--- config.mk ---
export PLATFORM = sky130hd
export DESIGN_NAME = fxp_div
export DESIGN_NICKNAME = d
export VERILOG_FILES = /design/src/rtl/fxp_pkg.sv /design/src/rtl/fxp_sat.sv /design/src/rtl/fxp_div.sv
export SDC_FILE = /design/constraint.sdc
export NUM_CORES = 1
export LEC_CHECK = 0
export ABC_AREA = 1
export BUFFER_PORTS_ARGS = -buffer_cell sky130_fd_sc_hd__buf_2
export CORE_UTILIZATION = 46
export CTS_BUF_LIST = sky130_fd_sc_hd__clkbuf_16
export CTS_CLUSTER_DIAMETER = 150
export CTS_CLUSTER_SIZE = 8
export DETAILED_ROUTE_END_ITERATION = 8
export PLACE_DENSITY = 0.75
export SYNTH_ARGS = -nofsm -noshare
export SYNTH_HDL_FRONTEND = slang
export SYNTH_SLANG_ARGS = --single-unit
--- constraint.sdc ---
create_clock -name clk_i -period 3.05 [get_ports clk_i]
set_clock_uncertainty 0.15 [all_clocks]
set_input_delay 0.61 -clock clk_i [delete_from_list [all_inputs] [get_ports clk_i]]
set_output_delay 0.61 -clock clk_i [all_outputs]
set_load 0.05 [all_outputs]
--- src/rtl/fxp_pkg.sv ---
// Shared Q8.8 fixed-point definitions for the divider and multiplier datapaths.
package fxp_pkg;

    localparam int unsigned WIDTH  = 16;
    localparam int unsigned FRAC   = 8;
    localparam int unsigned N_ITER = WIDTH + FRAC;     // one quotient bit per iteration
    localparam int unsigned CNT_W  = $clog2(N_ITER);
    localparam int unsigned MAG_W  = N_ITER + 1;       // quotient magnitude plus rounding carry

    localparam logic [WIDTH-1:0] Q_MAX = 16'h7FFF;
    localparam logic [WIDTH-1:0] Q_MIN = 16'h8000;
    localparam logic [WIDTH-1:0] Q_ONE = 16'h0100;

    typedef enum logic [1:0] {
        StIdle,
        StCalc,
        StFinal
    } div_state_e;

    // Unsigned magnitude of a two's-complement value; 0x8000 maps to 32768.
    function automatic logic [WIDTH-1:0] abs_mag(input logic [WIDTH-1:0] x);
        return x[WIDTH-1] ? (~x + WIDTH'(1)) : x;
    endfunction

endpackage

--- src/rtl/fxp_sat.sv ---
// Magnitude + sign to saturated signed Q8.8, with overflow flag.
module fxp_sat
    import fxp_pkg::*;
#(
    parameter int unsigned MagW = MAG_W
) (
    input  logic [MagW-1:0]  mag_i,
    input  logic             neg_i,
    output logic [WIDTH-1:0] q_o,
    output logic             ovf_o
);

    localparam logic [MagW-1:0] PosLim = MagW'(Q_MAX);
    localparam logic [MagW-1:0] NegLim = MagW'(Q_MIN);   // 32768 as a magnitude

    // Clamp the magnitude to the range reachable for its sign, then apply the sign
    always_comb begin
        q_o   = '0;
        ovf_o = 1'b0;
        if (neg_i) begin
            if (mag_i > NegLim) begin
                q_o   = Q_MIN;
                ovf_o = 1'b1;
            end else begin
                // Zero magnitude negates to zero, never 0x8000
                q_o = ~mag_i[WIDTH-1:0] + WIDTH'(1);
            end
        end else begin
            if (mag_i > PosLim) begin
                q_o   = Q_MAX;
                ovf_o = 1'b1;
            end else begin
                q_o = mag_i[WIDTH-1:0];
            end
        end
    end

endmodule

--- src/rtl/fxp_div.sv ---
// Iterative signed Q8.8 divider: radix-2 restoring division on magnitudes,
// one quotient bit per cycle, then sign, optional rounding and saturation.
// Build option: define FXP_DIV_ROUND_NEAREST_EN for round-half-away-from-zero;
// otherwise the magnitude is truncated toward zero.
module fxp_div
    import fxp_pkg::*;
(
    input  logic             clk_i,
    input  logic             reset_i,
    input  logic             start_i,
    input  logic [WIDTH-1:0] num_i,
    input  logic [WIDTH-1:0] den_i,
    output logic             busy_o,
    output logic             done_o,
    output logic [WIDTH-1:0] quo_o,
    output logic             ovf_o,
    output logic             div_by_zero_o
);

    localparam logic [CNT_W-1:0] LastCnt = CNT_W'(N_ITER - 1);

    div_state_e        state_q;
    logic [CNT_W-1:0]  count_q;
    logic              sign_q;
    logic              dz_q;          // captured den==0 for the operation in flight
    logic [N_ITER-1:0] dvd_q;         // dividend bits leave at the MSB, quotient bits enter at the LSB
    logic [WIDTH-1:0]  rem_q;         // always < V <= 32768
    logic [WIDTH:0]    v_q;
    logic [WIDTH-1:0]  quo_q;
    logic              ovf_q;
    logic              dz_flag_q;
    logic              busy_q;
    logic              done_q;

    logic [WIDTH-1:0]  num_mag;
    logic [WIDTH-1:0]  den_mag;
    logic [WIDTH:0]    rem_sh;
    logic [WIDTH:0]    trial;
    logic              trial_borrow;
    logic [WIDTH-1:0]  rem_nxt;
    logic              unused_trial_msb;
    logic [MAG_W-1:0]  q_mag;
    logic [WIDTH-1:0]  sat_q;
    logic              sat_ovf;

    // Operand magnitudes and one restoring trial-subtract step
    always_comb begin
        num_mag                = abs_mag(num_i);
        den_mag                = abs_mag(den_i);
        rem_sh                 = {rem_q, dvd_q[N_ITER-1]};
        {trial_borrow, trial}  = {1'b0, rem_sh} - {1'b0, v_q};
        // A kept difference is below V, so its top bit is always zero
        rem_nxt                = trial_borrow ? rem_sh[WIDTH-1:0] : trial[WIDTH-1:0];
        unused_trial_msb       = trial[WIDTH];
    end

`ifdef FXP_DIV_ROUND_NEAREST_EN
    logic round_up;

    // Round half away from zero: bump the magnitude when 2*remainder >= V
    always_comb begin
        round_up = ({rem_q, 1'b0} >= v_q);
        q_mag    = {1'b0, dvd_q} + MAG_W'(round_up);
    end
`else
    // Truncate toward zero: the quotient magnitude is used as-is
    always_comb begin
        q_mag = {1'b0, dvd_q};
    end
`endif

    fxp_sat #(
        .MagW (MAG_W)
    ) u_sat (
        .mag_i (q_mag),
        .neg_i (sign_q),
        .q_o   (sat_q),
        .ovf_o (sat_ovf)
    );

    // Control FSM, iteration datapath and registered result outputs
    always_ff @(posedge clk_i) begin
        if (reset_i) begin
            state_q   <= StIdle;
            count_q   <= '0;
            sign_q    <= 1'b0;
            dz_q      <= 1'b0;
            dvd_q     <= '0;
            rem_q     <= '0;
            v_q       <= '0;
            quo_q     <= '0;
            ovf_q     <= 1'b0;
            dz_flag_q <= 1'b0;
            busy_q    <= 1'b0;
            done_q    <= 1'b0;
        end else begin
            done_q <= 1'b0;
            unique case (state_q)
                StIdle: begin
                    if (start_i) begin
                        sign_q  <= num_i[WIDTH-1] ^ den_i[WIDTH-1];
                        dz_q    <= (den_i == '0);
                        dvd_q   <= {num_mag, {FRAC{1'b0}}};
                        rem_q   <= '0;
                        v_q     <= {1'b0, den_mag};
                        count_q <= '0;
                        busy_q  <= 1'b1;
                        state_q <= (den_i == '0) ? StFinal : StCalc;
                    end
                end
                StCalc: begin
                    rem_q   <= rem_nxt;
                    dvd_q   <= {dvd_q[N_ITER-2:0], ~trial_borrow};
                    count_q <= count_q + CNT_W'(1);
                    if (count_q == LastCnt) begin
                        state_q <= StFinal;
                    end
                end
                StFinal: begin
                    // With den==0 the captured sign is just the sign of num
                    quo_q     <= dz_q ? (sign_q ? Q_MIN : Q_MAX) : sat_q;
                    ovf_q     <= dz_q ? 1'b0 : sat_ovf;
                    dz_flag_q <= dz_q;
                    done_q    <= 1'b1;
                    busy_q    <= 1'b0;
                    state_q   <= StIdle;
                end
                default: begin
                    state_q <= StIdle;
                end
            endcase
        end
    end

    assign busy_o        = busy_q;
    assign done_o        = done_q;
    assign quo_o         = quo_q;
    assign ovf_o         = ovf_q;
    assign div_by_zero_o = dz_flag_q;

endmodule

# After elaboration in Yosys (flattened, before gate mapping)
# Cells that the tools add are included.
[totals] rom_bits=0 in_bits=35 out_inout_bits=20 register_bits=85 wordCells=62 latch_bits=0 memories=0 ramBits=0
[op_classes] n_eq_ne=5 muxes=25 shifts=0 reduce_logical=8 div=0 bitwise_logic=5 add_sub_neg=5 magnitude_cmp=2 mul=0
[op_table] op="two-way mux 16 bit" n=9
[op_table] op="adder 16 x 1 -> 16 bit, second input constant" n=3
[op_table] op="NOT 16 bit" n=3
[op_table] op="case mux 24 bit (2 select lines)" n=1
[op_table] op="case mux 16 bit (2 select lines)" n=1
[op_table] op="> comparator 24 x 15 -> 1 bit, second input constant" n=1
[op_table] op="> comparator 24 x 16 -> 1 bit, second input constant" n=1
[op_table] op="two-way mux 24 bit" n=1
[op_table] op="subtractor 17 x 16 -> 18 bit" n=1
[op_table] op="zero test 16 bit" n=1
[op_table] op="case mux 5 bit (2 select lines)" n=1
[op_table] op="AND reduction 2 bit" n=4
[op_table] op="two-way mux 1 bit" n=6
[op_table] op="two-way mux 2 bit" n=3
[op_table] op="adder 5 x 1 -> 5 bit, second input constant" n=1
[op_table] op="== test 5 bit, second input constant" n=1
[op_table] op="two-way mux 5 bit" n=1
[op_table] op="!= test 2 bit, second input constant" n=2
[op_table] op="case mux 2 bit (2 select lines)" n=1
[op_table] op="nonzero test 2 bit" n=2
[op_table] op="== test 2 x 1 -> 1 bit, second input constant" n=1
[op_table] op="== test 2 bit, second input constant" n=1
[op_table] op="zero test 2 bit" n=1
[op_table] op="case mux 1 bit (2 select lines)" n=1
[op_table] op="2 further kinds" n=2

# Logic depth before layout (Yosys ltp)
[logic_depth] word_depth=5 ltp_mapped=14 ltp_nobuf=14

# Hierarchy
# Synthesis repeated with hierarchy kept, for this count alone.
[hier_totals] cells_unflattened=998 area_unflattened_um2=6155.9
[by_module_without_submodules] module="fxp_div" area_per_inst_um2=5163.7 cells_each=808 n_inst=1
[by_module_without_submodules] module="fxp_sat" area_per_inst_um2=992.2 cells_each=190 n_inst=1

# Worst setup path after synthesis
# No wires, ideal clock.
[synth_timing] path_kind="reg2reg" start="register dvd_q[23]" end="register rem_q[14]" arrival_ns=1.673 path_slack_ns=1.095 required_time_ns=2.768 path_stages_with_launch=15 path_cell_list="dfxtp_1 > inv_1 > ha_1 > inv_1 > fa_1 > nand3_1 > nand3_1 > nand2_1 > nand2_1 > nand2_1 > nand2_1 > nand2_1 > nand3_1 > nand2_1 > a21oi_1"
[synth_via] elab_chain_len=3
[synth_lines] item="start, declared" line_no="fxp_div.sv:26" source="logic [N_ITER-1:0] dvd_q;"
[synth_lines] item="start signal, assigned" line_no="fxp_div.sv:103" source="dvd_q <= {num_mag, {FRAC{1'b0}}};"
[synth_lines] item="start signal, assigned" line_no="fxp_div.sv:113" source="dvd_q <= {dvd_q[N_ITER-2:0], ~trial_borrow};"
[synth_lines] item="subtractor 17 x 16 -> 18 bit" line_no="fxp_div.sv:51" source="{trial_borrow, trial} = {1'b0, rem_sh} - {1'b0, v_q};"
[synth_lines] item="two-way mux 16 bit" line_no="fxp_div.sv:53" source="rem_nxt = trial_borrow ? rem_sh[WIDTH-1:0] : trial[WIDTH-1:0];"
[synth_lines] item="case mux 16 bit (2 select lines)" line_no="fxp_div.sv:98" source="unique case (state_q)"
[synth_lines] item="end signal, assigned" line_no="fxp_div.sv:112" source="rem_q <= rem_nxt;"
[synth_lines] item="end, declared" line_no="fxp_div.sv:27" source="logic [WIDTH-1:0] rem_q;"
# No other way between the ends.
# A chain may end at the register's enable or synchronous reset.

# Worst setup path after layout
[layout_timing] start="register dvd_q[23]" end="register rem_q[6]"
# Same word-level chain as after synthesis.

==> qor.txt <==
DP HPWL: 10,900 um
Vias: 5,836
Setup crit end kind: register
Post-DP Area: 6170 sq um
Number of max-cap violations: 0
Status: completed
Starting Density: 47.9%
Max incr delay on CP: 460 ps
Max Clk Rate: 0.412 GHz
Synth cell types: 38
Post_cts resized: 0
Crit path buffers/inverters: 2
Sink Count: 85
Synth Cell Area: 5830 sq um
PortBufs: 54
Final Util: 53.3%
Yosys warns: 0
Hold Path Class: register to register
Vias per inst: 5.21
Dpl ws: 674 ps
All-Layer GR Usage: 24.1%
Total gr overflow: 0
Slowest CP cell: fa_1
Ports: 55
PnR worst setup slack: 622 ps
Syn avg cell area: 6.38 sq um
Final Cycle Share: 79.6%
Worst-Margin Slew: 847 ps
Gpl congestion: 0.933
Initial antenna violation count: 1
Delay-heaviest family, CP: simple AND/OR/NAND/NOR gates
Hold Worst Slack: 311 ps
Most frequent cells in the layout: nand2_1, inv_1, a21oi_1
DRC: 0
Final WL: 14,800 um
Final Setup Violations: 0
Clock Latency Late Sink: 350 ps
ANT cells: 0
Worst Path Max Fanout: 4
Row count: 40
Setup TNS: 0 ps
Slew HR: 43.5%
Arrival @ worst endpoint: 2490 ps
Finished Layout Cells: 1,121
CP Cell Sequence: inv_1 > ha_1 > inv_1 > fa_1 > nand3_1 > nand3_1 > nand2_1 > nand2_1 > xnor2_1 > nand2_1 > nand3_1 > a21oi_1
Core area: 12,200 sq um
Largest net degree at the start of global routing: 55
Placed cells: 1,105
CTS tree: yes
Inserted Clock Buffers: 9
Synth Register Bits: 85
Longest Clk Path Bufs: 2
Commonest non-fill, non-tap cell in the layout: nand2_1
H-tree levels: 3
Async S/R FF share, synth: 0%
Final net count: 1,004
Cell count after synthesis: 913
Synth Flop Type: dfxtp_1
Leak Pwr: 3.06 nW
ANT nets after route: 0
Clock slew seen by the registers of the worst setup and hold paths: 60 ps
Post-layout power: 5.53 mW
Vias in the first global route: 5,345
Chip height: 115 um
Sequential element share of the synthesized area: 29.2%
Worst vdd ir: 566 uV
Full die area: 13,100 sq um
Root buf cell: clkbuf_16
Filler cell count: 1,222
Final hold vios: 0
Post-route cell area: 6480 sq um
Post-synth EDFFs: 0
First-pass DRT Iterations: 5
Share of cells above drive strength 1: 11.6%
Critical Path RT: 3110 ps
DRT iter0 DRCs: 408
Unrepaired setup endpoints after global routing: no
Post-CTS setup buffers: 0
Crit Path Class: register to register
Synthesized Nets: 969
Wire per inst: 13.2 um
Pwr Density: 854 nW/um^2
Die width: 115 um
Startpoint types: register
Max Transition Viols Final: 0
CTS Hold Bufs: 0
Syn-to-layout area delta: 11.2%
Post-layout min period: 2430 ps
R2R setup slack: 620 ps
First-pass GRT wire length: 25,200 um
[area by class of cell]
cell class,instances,area [sq um],share of cell area (%)
clock buffer,9,225,3.48
clock inverter,7,81.3,1.26
inverter,123,464,7.16
multi-input combinational,668,3470,53.6
sequential,85,1700,26.3
tap,168,210,3.24
timing repair buffer,61,323,4.98
[sequential cells by signal, indices dropped and copies added, names as in the netlist]
register / count
dvd_q: 24
quo_o: 16
rem_q: 16
v_q: 16
count_q: 5
state_q: 2
busy_o: 1
div_by_zero_o: 1
done_o: 1
dz_q: 1
ovf_o: 1
sign_q: 1
[worst min-delay path, stage by stage (launching register included)]
cell     delay (ps)
dfxtp_1         300
nand2_1          60
a21oi_1          50
[where the power goes]
part	switching, mW	internal (mW)	total, mW
sequential	0.130	1.26	1.39
combinational	1.93	1.06	2.99
clock	0.451	0.706	1.16
[cell families after synthesis]
group | after synthesis | synth area share, %
flip-flops | 85 | 29.2
XOR/XNOR | 33 | 4.96
AND/OR/NAND/NOR | 446 | 34.2
buffers and inverters | 160 | 11.2
AO/OA/AOI/OAI | 168 | 15.8
adder cells (fa/ha/maj) | 21 | 4.64
[Yosys cell counts, types with 3 or more instances]
library cell	count	share of area, %
nor2_4	5	0.97
o21ai_0	46	4.0
nor3_1	9	0.77
or2_2	3	0.32
xnor2_1	12	1.8
inv_2	7	0.45
xor2_1	21	3.2
nand2_1	236	15
nor2_1	69	4.4
nand3_1	74	6.4
a31oi_1	6	0.64
nand2_2	9	0.97
o221ai_1	4	0.60
a21oi_1	96	8.2
ha_1	20	4.3
nand4_1	26	2.8
a22oi_1	5	0.64
dfxtp_1	85	29
clkbuf_1	17	1.1
nor2_2	5	0.54
nand3_4	3	0.90
buf_6	4	0.77
buf_2	15	1.3
inv_1	115	7.4
[final timing paths]
check / from / endpoint / cells past startpoint
hold reg to reg: ovf_o$_SDFFE_PP0P_ / ovf_o$_SDFFE_PP0P_ / 2
hold / removal: ovf_o$_SDFFE_PP0P_ / ovf_o$_SDFFE_PP0P_ / 2
setup / recovery: dvd_q[23]$_SDFFE_PP0P_ / rem_q[6]$_SDFFE_PP0P_ / 12
setup reg to reg: dvd_q[23]$_SDFFE_PP0P_ / rem_q[6]$_SDFFE_PP0P_ / 12
[per-layer routing]
| layer | share of wire [%] | global-route usage [%] | up-vias | wire length, um |
|---|---|---|---|---|
| met4 | 3.3 | 12.7 | 2 | 494 |
| met5 | 0.10 | 0 | - | 15 |
| met2 | 46 | 38.6 | 168 | 6790 |
| met1 | 46 | 31.0 | 2585 | 6770 |
| li1 | - | - | 3042 | - |
| met3 | 5.3 | 4.13 | 39 | 787 |
Power figures use the tool's default switching activity.
